$ cat src/rtl/io_port_arbiter.sv
// io_port_arbiter: shares the io block's single load/store port between
// requester A (core datapath) and requester B (debug/DMA loader).
// One access is in flight at a time; the winner is chosen by round-robin
// (RR=1) or fixed A-first priority (RR=0). Load data is captured LOAD_LAT
// cycles after the en_load cycle and returned with a one-cycle rvalid.
// Ports:
//   clk, rst                        clock, async active-high reset
//   a_req/a_we/a_addr/a_wdata       requester A access request
//   a_gnt, a_rvalid                 A issue pulse, A load-data-valid pulse
//   b_*                             same as A, for requester B
//   rd_data                         captured load data (shared)
//   en_store/addr_store/data_store  io store lines
//   en_load/addr_load, data_load    io load lines and returned load data
//   busy                            high whenever not idle
module io_port_arbiter #(
  parameter int unsigned ADDR_W   = 10,
  parameter int unsigned DATA_W   = 8,
  parameter int unsigned LOAD_LAT = 1,
  parameter int unsigned RR       = 1
) (
  input  logic              clk,
  input  logic              rst,
  input  logic              a_req,
  input  logic              a_we,
  input  logic [ADDR_W-1:0] a_addr,
  input  logic [DATA_W-1:0] a_wdata,
  output logic              a_gnt,
  output logic              a_rvalid,
  input  logic              b_req,
  input  logic              b_we,
  input  logic [ADDR_W-1:0] b_addr,
  input  logic [DATA_W-1:0] b_wdata,
  output logic              b_gnt,
  output logic              b_rvalid,
  output logic [DATA_W-1:0] rd_data,
  output logic              en_store,
  output logic [ADDR_W-1:0] addr_store,
  output logic [DATA_W-1:0] data_store,
  output logic              en_load,
  output logic [ADDR_W-1:0] addr_load,
  input  logic [DATA_W-1:0] data_load,
  output logic              busy
);

  typedef enum logic [1:0] {S_IDLE, S_ISSUE, S_WAIT, S_RESP} state_e;

  localparam logic OWN_A = 1'b0;
  localparam logic OWN_B = 1'b1;
  // WAIT runs LOAD_LAT cycles, counting down to zero.
  localparam logic [1:0] LAT_INIT = (LOAD_LAT > 0) ? 2'(LOAD_LAT - 1) : 2'd0;

  state_e              state_q, state_d;
  logic [1:0]          lat_q, lat_d;
  logic                owner_q, owner_d;
  logic                last_q, last_d;
  logic                we_q, we_d;
  logic [ADDR_W-1:0]   addr_q, addr_d;
  logic [DATA_W-1:0]   wdata_q, wdata_d;
  logic [DATA_W-1:0]   rd_data_q, rd_data_d;
  logic                winner;

  logic                a_gnt_q, a_gnt_d, b_gnt_q, b_gnt_d;
  logic                a_rvalid_q, a_rvalid_d, b_rvalid_q, b_rvalid_d;
  logic                en_store_q, en_store_d, en_load_q, en_load_d;
  logic [ADDR_W-1:0]   addr_store_q, addr_store_d, addr_load_q, addr_load_d;
  logic [DATA_W-1:0]   data_store_q, data_store_d;
  logic                busy_q, busy_d;

  // State register and registered outputs.
  always_ff @(posedge clk or posedge rst) begin
    if (rst) begin
      state_q      <= S_IDLE;
      lat_q        <= 2'd0;
      owner_q      <= OWN_A;
      last_q       <= OWN_B;
      we_q         <= 1'b0;
      addr_q       <= '0;
      wdata_q      <= '0;
      rd_data_q    <= '0;
      a_gnt_q      <= 1'b0;
      b_gnt_q      <= 1'b0;
      a_rvalid_q   <= 1'b0;
      b_rvalid_q   <= 1'b0;
      en_store_q   <= 1'b0;
      en_load_q    <= 1'b0;
      addr_store_q <= '0;
      addr_load_q  <= '0;
      data_store_q <= '0;
      busy_q       <= 1'b0;
    end else begin
      state_q      <= state_d;
      lat_q        <= lat_d;
      owner_q      <= owner_d;
      last_q       <= last_d;
      we_q         <= we_d;
      addr_q       <= addr_d;
      wdata_q      <= wdata_d;
      rd_data_q    <= rd_data_d;
      a_gnt_q      <= a_gnt_d;
      b_gnt_q      <= b_gnt_d;
      a_rvalid_q   <= a_rvalid_d;
      b_rvalid_q   <= b_rvalid_d;
      en_store_q   <= en_store_d;
      en_load_q    <= en_load_d;
      addr_store_q <= addr_store_d;
      addr_load_q  <= addr_load_d;
      data_store_q <= data_store_d;
      busy_q       <= busy_d;
    end
  end

  // Next state, arbitration and next-cycle output decode.
  always_comb begin
    state_d      = state_q;
    lat_d        = lat_q;
    owner_d      = owner_q;
    last_d       = last_q;
    we_d         = we_q;
    addr_d       = addr_q;
    wdata_d      = wdata_q;
    rd_data_d    = rd_data_q;
    winner       = OWN_A;
    a_gnt_d      = 1'b0;
    b_gnt_d      = 1'b0;
    a_rvalid_d   = 1'b0;
    b_rvalid_d   = 1'b0;
    en_store_d   = 1'b0;
    en_load_d    = 1'b0;
    addr_store_d = '0;
    addr_load_d  = '0;
    data_store_d = '0;
    busy_d       = 1'b0;

    case (state_q)
      S_IDLE: begin
        if (a_req || b_req) begin
          // On a tie, round-robin hands the port to whoever did not go last.
          if (a_req && b_req) winner = (RR != 0) ? ~last_q : OWN_A;
          else                winner = b_req ? OWN_B : OWN_A;
          owner_d = winner;
          last_d  = winner;
          we_d    = (winner == OWN_B) ? b_we    : a_we;
          addr_d  = (winner == OWN_B) ? b_addr  : a_addr;
          wdata_d = (winner == OWN_B) ? b_wdata : a_wdata;
          state_d = S_ISSUE;
        end
      end
      S_ISSUE: begin
        if (we_q) begin
          state_d = S_IDLE;
        end else if (LOAD_LAT == 0) begin
          rd_data_d = data_load;
          state_d   = S_RESP;
        end else begin
          lat_d   = LAT_INIT;
          state_d = S_WAIT;
        end
      end
      S_WAIT: begin
        if (lat_q == 2'd0) begin
          rd_data_d = data_load;
          state_d   = S_RESP;
        end else begin
          lat_d = lat_q - 2'd1;
        end
      end
      S_RESP:  state_d = S_IDLE;
      default: state_d = S_IDLE;
    endcase

    // Outputs are registered, so decode them from the state being entered.
    busy_d = (state_d != S_IDLE);
    if (state_d == S_ISSUE) begin
      a_gnt_d = (owner_d == OWN_A);
      b_gnt_d = (owner_d == OWN_B);
      if (we_d) begin
        en_store_d   = 1'b1;
        addr_store_d = addr_d;
        data_store_d = wdata_d;
      end else begin
        en_load_d   = 1'b1;
        addr_load_d = addr_d;
      end
    end
    if (state_d == S_RESP) begin
      a_rvalid_d = (owner_d == OWN_A);
      b_rvalid_d = (owner_d == OWN_B);
    end
  end

  assign a_gnt      = a_gnt_q;
  assign b_gnt      = b_gnt_q;
  assign a_rvalid   = a_rvalid_q;
  assign b_rvalid   = b_rvalid_q;
  assign rd_data    = rd_data_q;
  assign en_store   = en_store_q;
  assign addr_store = addr_store_q;
  assign data_store = data_store_q;
  assign en_load    = en_load_q;
  assign addr_load  = addr_load_q;
  assign busy       = busy_q;

endmodule

$ cat config.mk
export PLATFORM = sky130hd
export DESIGN_NAME = io_port_arbiter
export DESIGN_NICKNAME = d
export VERILOG_FILES = /design/src/rtl/io_port_arbiter.sv
export SDC_FILE = /design/constraint.sdc
export NUM_CORES = 1
export LEC_CHECK = 0
export CAP_MARGIN = 0
export CORE_ASPECT_RATIO = 1.5
export CORE_MARGIN = 2
export CORE_UTILIZATION = 40
export DETAILED_ROUTE_END_ITERATION = 8
export PLACE_DENSITY = 0.75
export SKIP_CTS_REPAIR_TIMING = 1
export SYNTH_ARGS = -nofsm -noshare
export SYNTH_HDL_FRONTEND = slang
export SYNTH_SLANG_ARGS = --single-unit
export TNS_END_PERCENT = 1
$ cat constraint.sdc
create_clock -name clk -period 2.1 [get_ports clk]
set_input_delay 0.42 -clock clk [delete_from_list [all_inputs] [get_ports clk]]
set_output_delay 0.42 -clock clk [all_outputs]
set_load 0.01 [all_outputs]
* Word-level counts from Yosys, hierarchy flattened
Index checks and enable logic that the tools add are counted.
Cells by class: reduce and logical (&&, ||, !) cells 9, multiplexer cells 36, eq/ne operators 7, add/sub/neg operators 1, bitwise logic cells 2
Operator list (count):
- $mux 10 | 7
- $mux 8 | 5
- $mux 1 | 17
- $mux 2 | 5
- $pmux 2 s4 | 1
- $eq 2x2->1 const B | 3
- $eq 2x1->1 const B | 2
- $logic_not 2->1 | 2
- $ne 2x2->1 const B | 2
- $pmux 2 s2 | 1
- $reduce_and 2->1 | 2
- $reduce_bool 2->1 | 2
- $reduce_and 3->1 | 1
- $not 1->1 | 2
- $sub 2x1->2 const B | 1
- $logic_and 1x1->1 | 1
- $logic_or 1x1->1 | 1
Word-level totals: logic and storage cells 73, register bits after elaboration 68

* Depth between registers and ports, before layout
depth in word-level cells 9, gate-level depth with buffers 7

* Least setup slack after synthesis
Ideal clock, no wire load.
path type register to register, start point register state_q[1], end point register addr_load_q[0] (netlist: addr_load[0]), arrival 1.452 ns, required time 1.949 ns, setup time 0.151 ns, slack 0.498 ns, path buffers 3, period minus slack after synthesis 1.602 ns, cell stages (with the launch flop) 8, cells stage by stage dfrtp_1 > buf_6 > or2_4 > or3_1 > buf_6 > inv_1 > buf_4 > a221oi_1
Between the ends: word-level cells in the longest chain between the ends 4, elaborated cells between the ends (all ways) 12
Ends and longest elaborated chain:
- start: declaration | line 52 | state_e state_q, state_d;
- start signal: assignment | line 91 | state_q <= state_d;
- $eq 2x2->1, or another cell as far along | line 134 | case (state_q)
- $pmux 2 s4, or another cell as far along | line 134
- $eq 2x1->1 or $mux 10 (tied branches) | line 173, 176
- $mux 10 (*) | line 173 | if (state_d == S_ISSUE) begin
- net addr_load_d[0] | line 65 | logic [ADDR_W-1:0] addr_store_q, addr_store_d, addr_load_q, addr_load_d;
- end signal: assignment | line 106 | addr_load_q <= addr_load_d;
- end: declaration | line 65
Mark *: on every way through the listed nets, which the timed path passes. The rest lies on a longest branch. A chain may end at the register's enable or synchronous reset.

* Final worst setup path
Ends and elaborated chain as after synthesis.

==> flow_metrics.py <==
metrics = {
    "run_status": {
        "outcome": "complete, no violations",
    },
    "clocking": {
        "clk_latency_ps": 300,
        "cts_num_sinks": 50,
        "htreeDepth": 2,
        "cts_buffers": 5,
        "cts_buffer_depth": 2,
        "path_clk_slew_ps": 90,
        "cts_tree": "done",
        "ctsRootBufferMaster": "clkbuf_8",
    },
    "floorplanning": {
        "rows": 31,
        "ioPinCount": 93,
        "fp.dieH_um": 90.8,
        "die_w_um": 61.9,
        "die_area_um2": 5620,
        "core_um2": 4850,
        "start_util_pct": 41.5,
    },
    "timing": {
        "finalMaxSlewViolations": 0,
        "finalHoldViolCount": 0,
        "timing.hold.ws_ps": 432,
        "finClkSkew_ps": 8.03,
        "slew_headroom_pct": 65.7,
        "fin_ws_ps": 382,
        "fin_crit_ps": 1720,
        "tns_ps": 0,
        "worst_slew_pin_slew_ps": 514,
        "setup_viol": 0,
        "fmax_mhz": 582,
        "rsz0062_at_grt": "no",
        "fin_crit_sh_pct": 81.8,
    },
    "synthesis": {
        "syn-num-nets": 210,
        "synth_top_cells_by_area": "dfrtp_1, a22o_1, nand2b_1",
        "yosysUniqueCellTypes": 29,
        "ys_seq_area_share_pct": 62.3,
        "synth_simple_gate_area_share_pct": 12.2,
        "ys_seq_elements": 50,
        "yosysTopAreaCellShare_pct": 61.0,
        "synth_fa_ha_area_share_pct": 0.622,
        "syn_inst": 159,
        "yosysTopAreaCell": "dfrtp_1",
        "synth-compound-area-share_pct": 14.8,
        "synth_xor_area_share_pct": 0,
        "yosys_warnings": 0,
        "synth_top_family_by_area": "compound AO/OA/AOI/OAI gates",
        "syn-cell-area_um2": 2010,
        "syn_avg_cell_area_um2": 12.6,
        "muxShareOfSynthArea_pct": 5.48,
    },
    "placement": {
        "dpl_cell_area_um2": 3040,
        "pre_cts_ws_ps": 78.7,
        "placed_cells": 313,
        "dp_hpwl_um": 3720,
        "portBuffers": 92,
        "gp_congestion": 0.773,
    },
    "layout": {
        "fin_cells": 321,
        "post-route-cell-area_um2": 3150,
        "nets": 305,
        "area_growth_pct": 56.9,
        "drive_above_1_share_pct": 11.8,
        "fin_util_pct": 65.1,
        "diodes": 0,
    },
    "power": {
        "p_leak_nw": 1.38,
        "ir_worst_vdd_v": 0.000739,
        "powerDensity_nw_per_um2": 1130,
        "power_mw": 3.57,
    },
    "global_routing": {
        "grt_usage_pct": 19.5,
        "grt_max_degree": 26,
        "grt-ovfl-total": 0,
        "antenna_found_initial": 0,
        "grt_pass1_vias": 1722,
        "grt_pass1_wl_um": 8130,
    },
    "worst_setup_path": {
        "critPathTopFamily": "simple AND/OR/NAND/NOR gates",
        "arrival_ps": 1880,
        "start_kind": "flip-flop",
        "worstSetupEndpointType": "flip-flop",
        "path_buf_inv": 1,
        "slowest_delay_ps": 500,
        "timing_worst_setup_path_type": "flip-flop to flip-flop",
        "cp_slowest_cell": "dfrtp_1",
        "cp_max_fo": 11,
        "reg2regPathDepth": 4,
        "crit_required_ps": 2260,
        "worstSetupPathDepth": 4,
        "crit_chain": "or2_4, or3_1, inv_1, a221oi_1",
    },
    "route": {
        "wl_per_cell_um": 15.7,
        "routed-via-count": 1604,
        "drt_pre_antenna_iters": 5,
        "routed_wl_um": 5030,
        "antenna_left": 0,
        "drc": 0,
        "viasPerCell": 5.00,
        "drt_iter0_drc": 66,
    },
    "min_path": {
        "hold_path_class": "input pin to asynchronous set/reset pin",
    },
    "flow_run": {
        "cap_violations": 0,
    },
}
-- layout make-up --
| class | instances | area [µm²] |
|---|---|---|
| Sequential cell | 50 | 1250 |
| Clock buffer | 5 | 68.8 |
| Inverter | 6 | 22.5 |
| Fill cell | 396 | 1690 |
| Timing Repair Buffer | 101 | 1010 |
| Multi-Input combinational cell | 90 | 671 |
| Tap cell | 66 | 82.6 |
| Clock inverter | 3 | 43.8 |
-- state kept, by name, indices dropped and copies added (netlist names) --
name and cells:
addr_load 10, addr_store 10, data_store 8, rd_data 8
lat_q 2, state_q 2, a_gnt 1, a_rvalid 1
b_gnt 1, b_rvalid 1, busy 1, en_load 1
en_store 1, last_q 1, owner_q 1, we_q 1
-- synthesized netlist by cell type (all sizes together) --
library cell / instances
a211o: 1
a211oi: 1
a21oi: 4
a221oi: 10
a22o: 18
a31oi: 1
and3: 1
buf: 5
clkbuf: 8
dfrtp: 49
dfstp: 1
ha: 1
inv: 6
mux2: 8
mux2i: 2
nand2: 5
nand2b: 22
nand3b: 1
nor2: 4
nor2b: 1
nor3: 3
nor3b: 1
nor4bb: 1
o21ai: 2
or2: 2
or3: 1
-- logic make-up after synthesis --
family / after synthesis
AOI/OAI and AO/OA: 37
adders and majority gates: 1
buffers and inverters: 19
DFF: 50
muxes: 10
and+or+nand+nor: 42
-- routing by layer --
layer | GRT usage, % | wire length [µm] | share of wire [%]
met3 | 4.01 | 272 | 5.4
met2 | 33.7 | 2800 | 56
met4 | 8.87 | 180 | 3.6
met5 | 0 | 0 | 0
met1 | 21.8 | 1780 | 35
-- final timing paths --
path / start / end / slack [ps]
max in group asynchronous: rst / b_gnt / 1190
worst min register to register: rd_data[4] / rd_data[4] / 510
worst max-delay path: state_q[1] / addr_load[0] / 380
min in group clk: rd_data[4] / rd_data[4] / 510
worst min-delay path: rst / addr_store[9] / 430
worst max register to register: state_q[1] / addr_load[0] / 380
-- report_power, final --
part | internal [mW] | total [mW] | leakage, nW | switching (mW)
registers | 1.29 | 1.44 | 0.649 | 0.153
clock network | 0.357 | 0.679 | 0.0585 | 0.322
logic | 0.857 | 1.45 | 0.671 | 0.595
-- cell usage in the layout (no fill, tap or decap), drive strengths merged --
| cell | instances |
|---|---|
| a211o | 1 |
| o21ai | 2 |
| clkdlybuf4s50 | 92 |
| buf | 9 |
| clkbuf | 5 |
| and3 | 1 |
| mux2i | 2 |
| nand3b | 1 |
| nand2 | 5 |
| or2 | 2 |
| nor2b | 1 |
| nor4bb | 1 |
| clkinv | 1 |
| or3 | 1 |
| dfstp | 1 |
| a211oi | 1 |
| nand2b | 22 |
| bufinv | 1 |
| nor2 | 4 |
| a31oi | 1 |
| a21oi | 4 |
| a221oi | 10 |
| inv | 7 |
| nor3 | 3 |
| mux2 | 8 |
| a22o | 18 |
| nor3b | 1 |
| dfrtp | 49 |
| ha | 1 |
(Power assumes the default switching activity.)
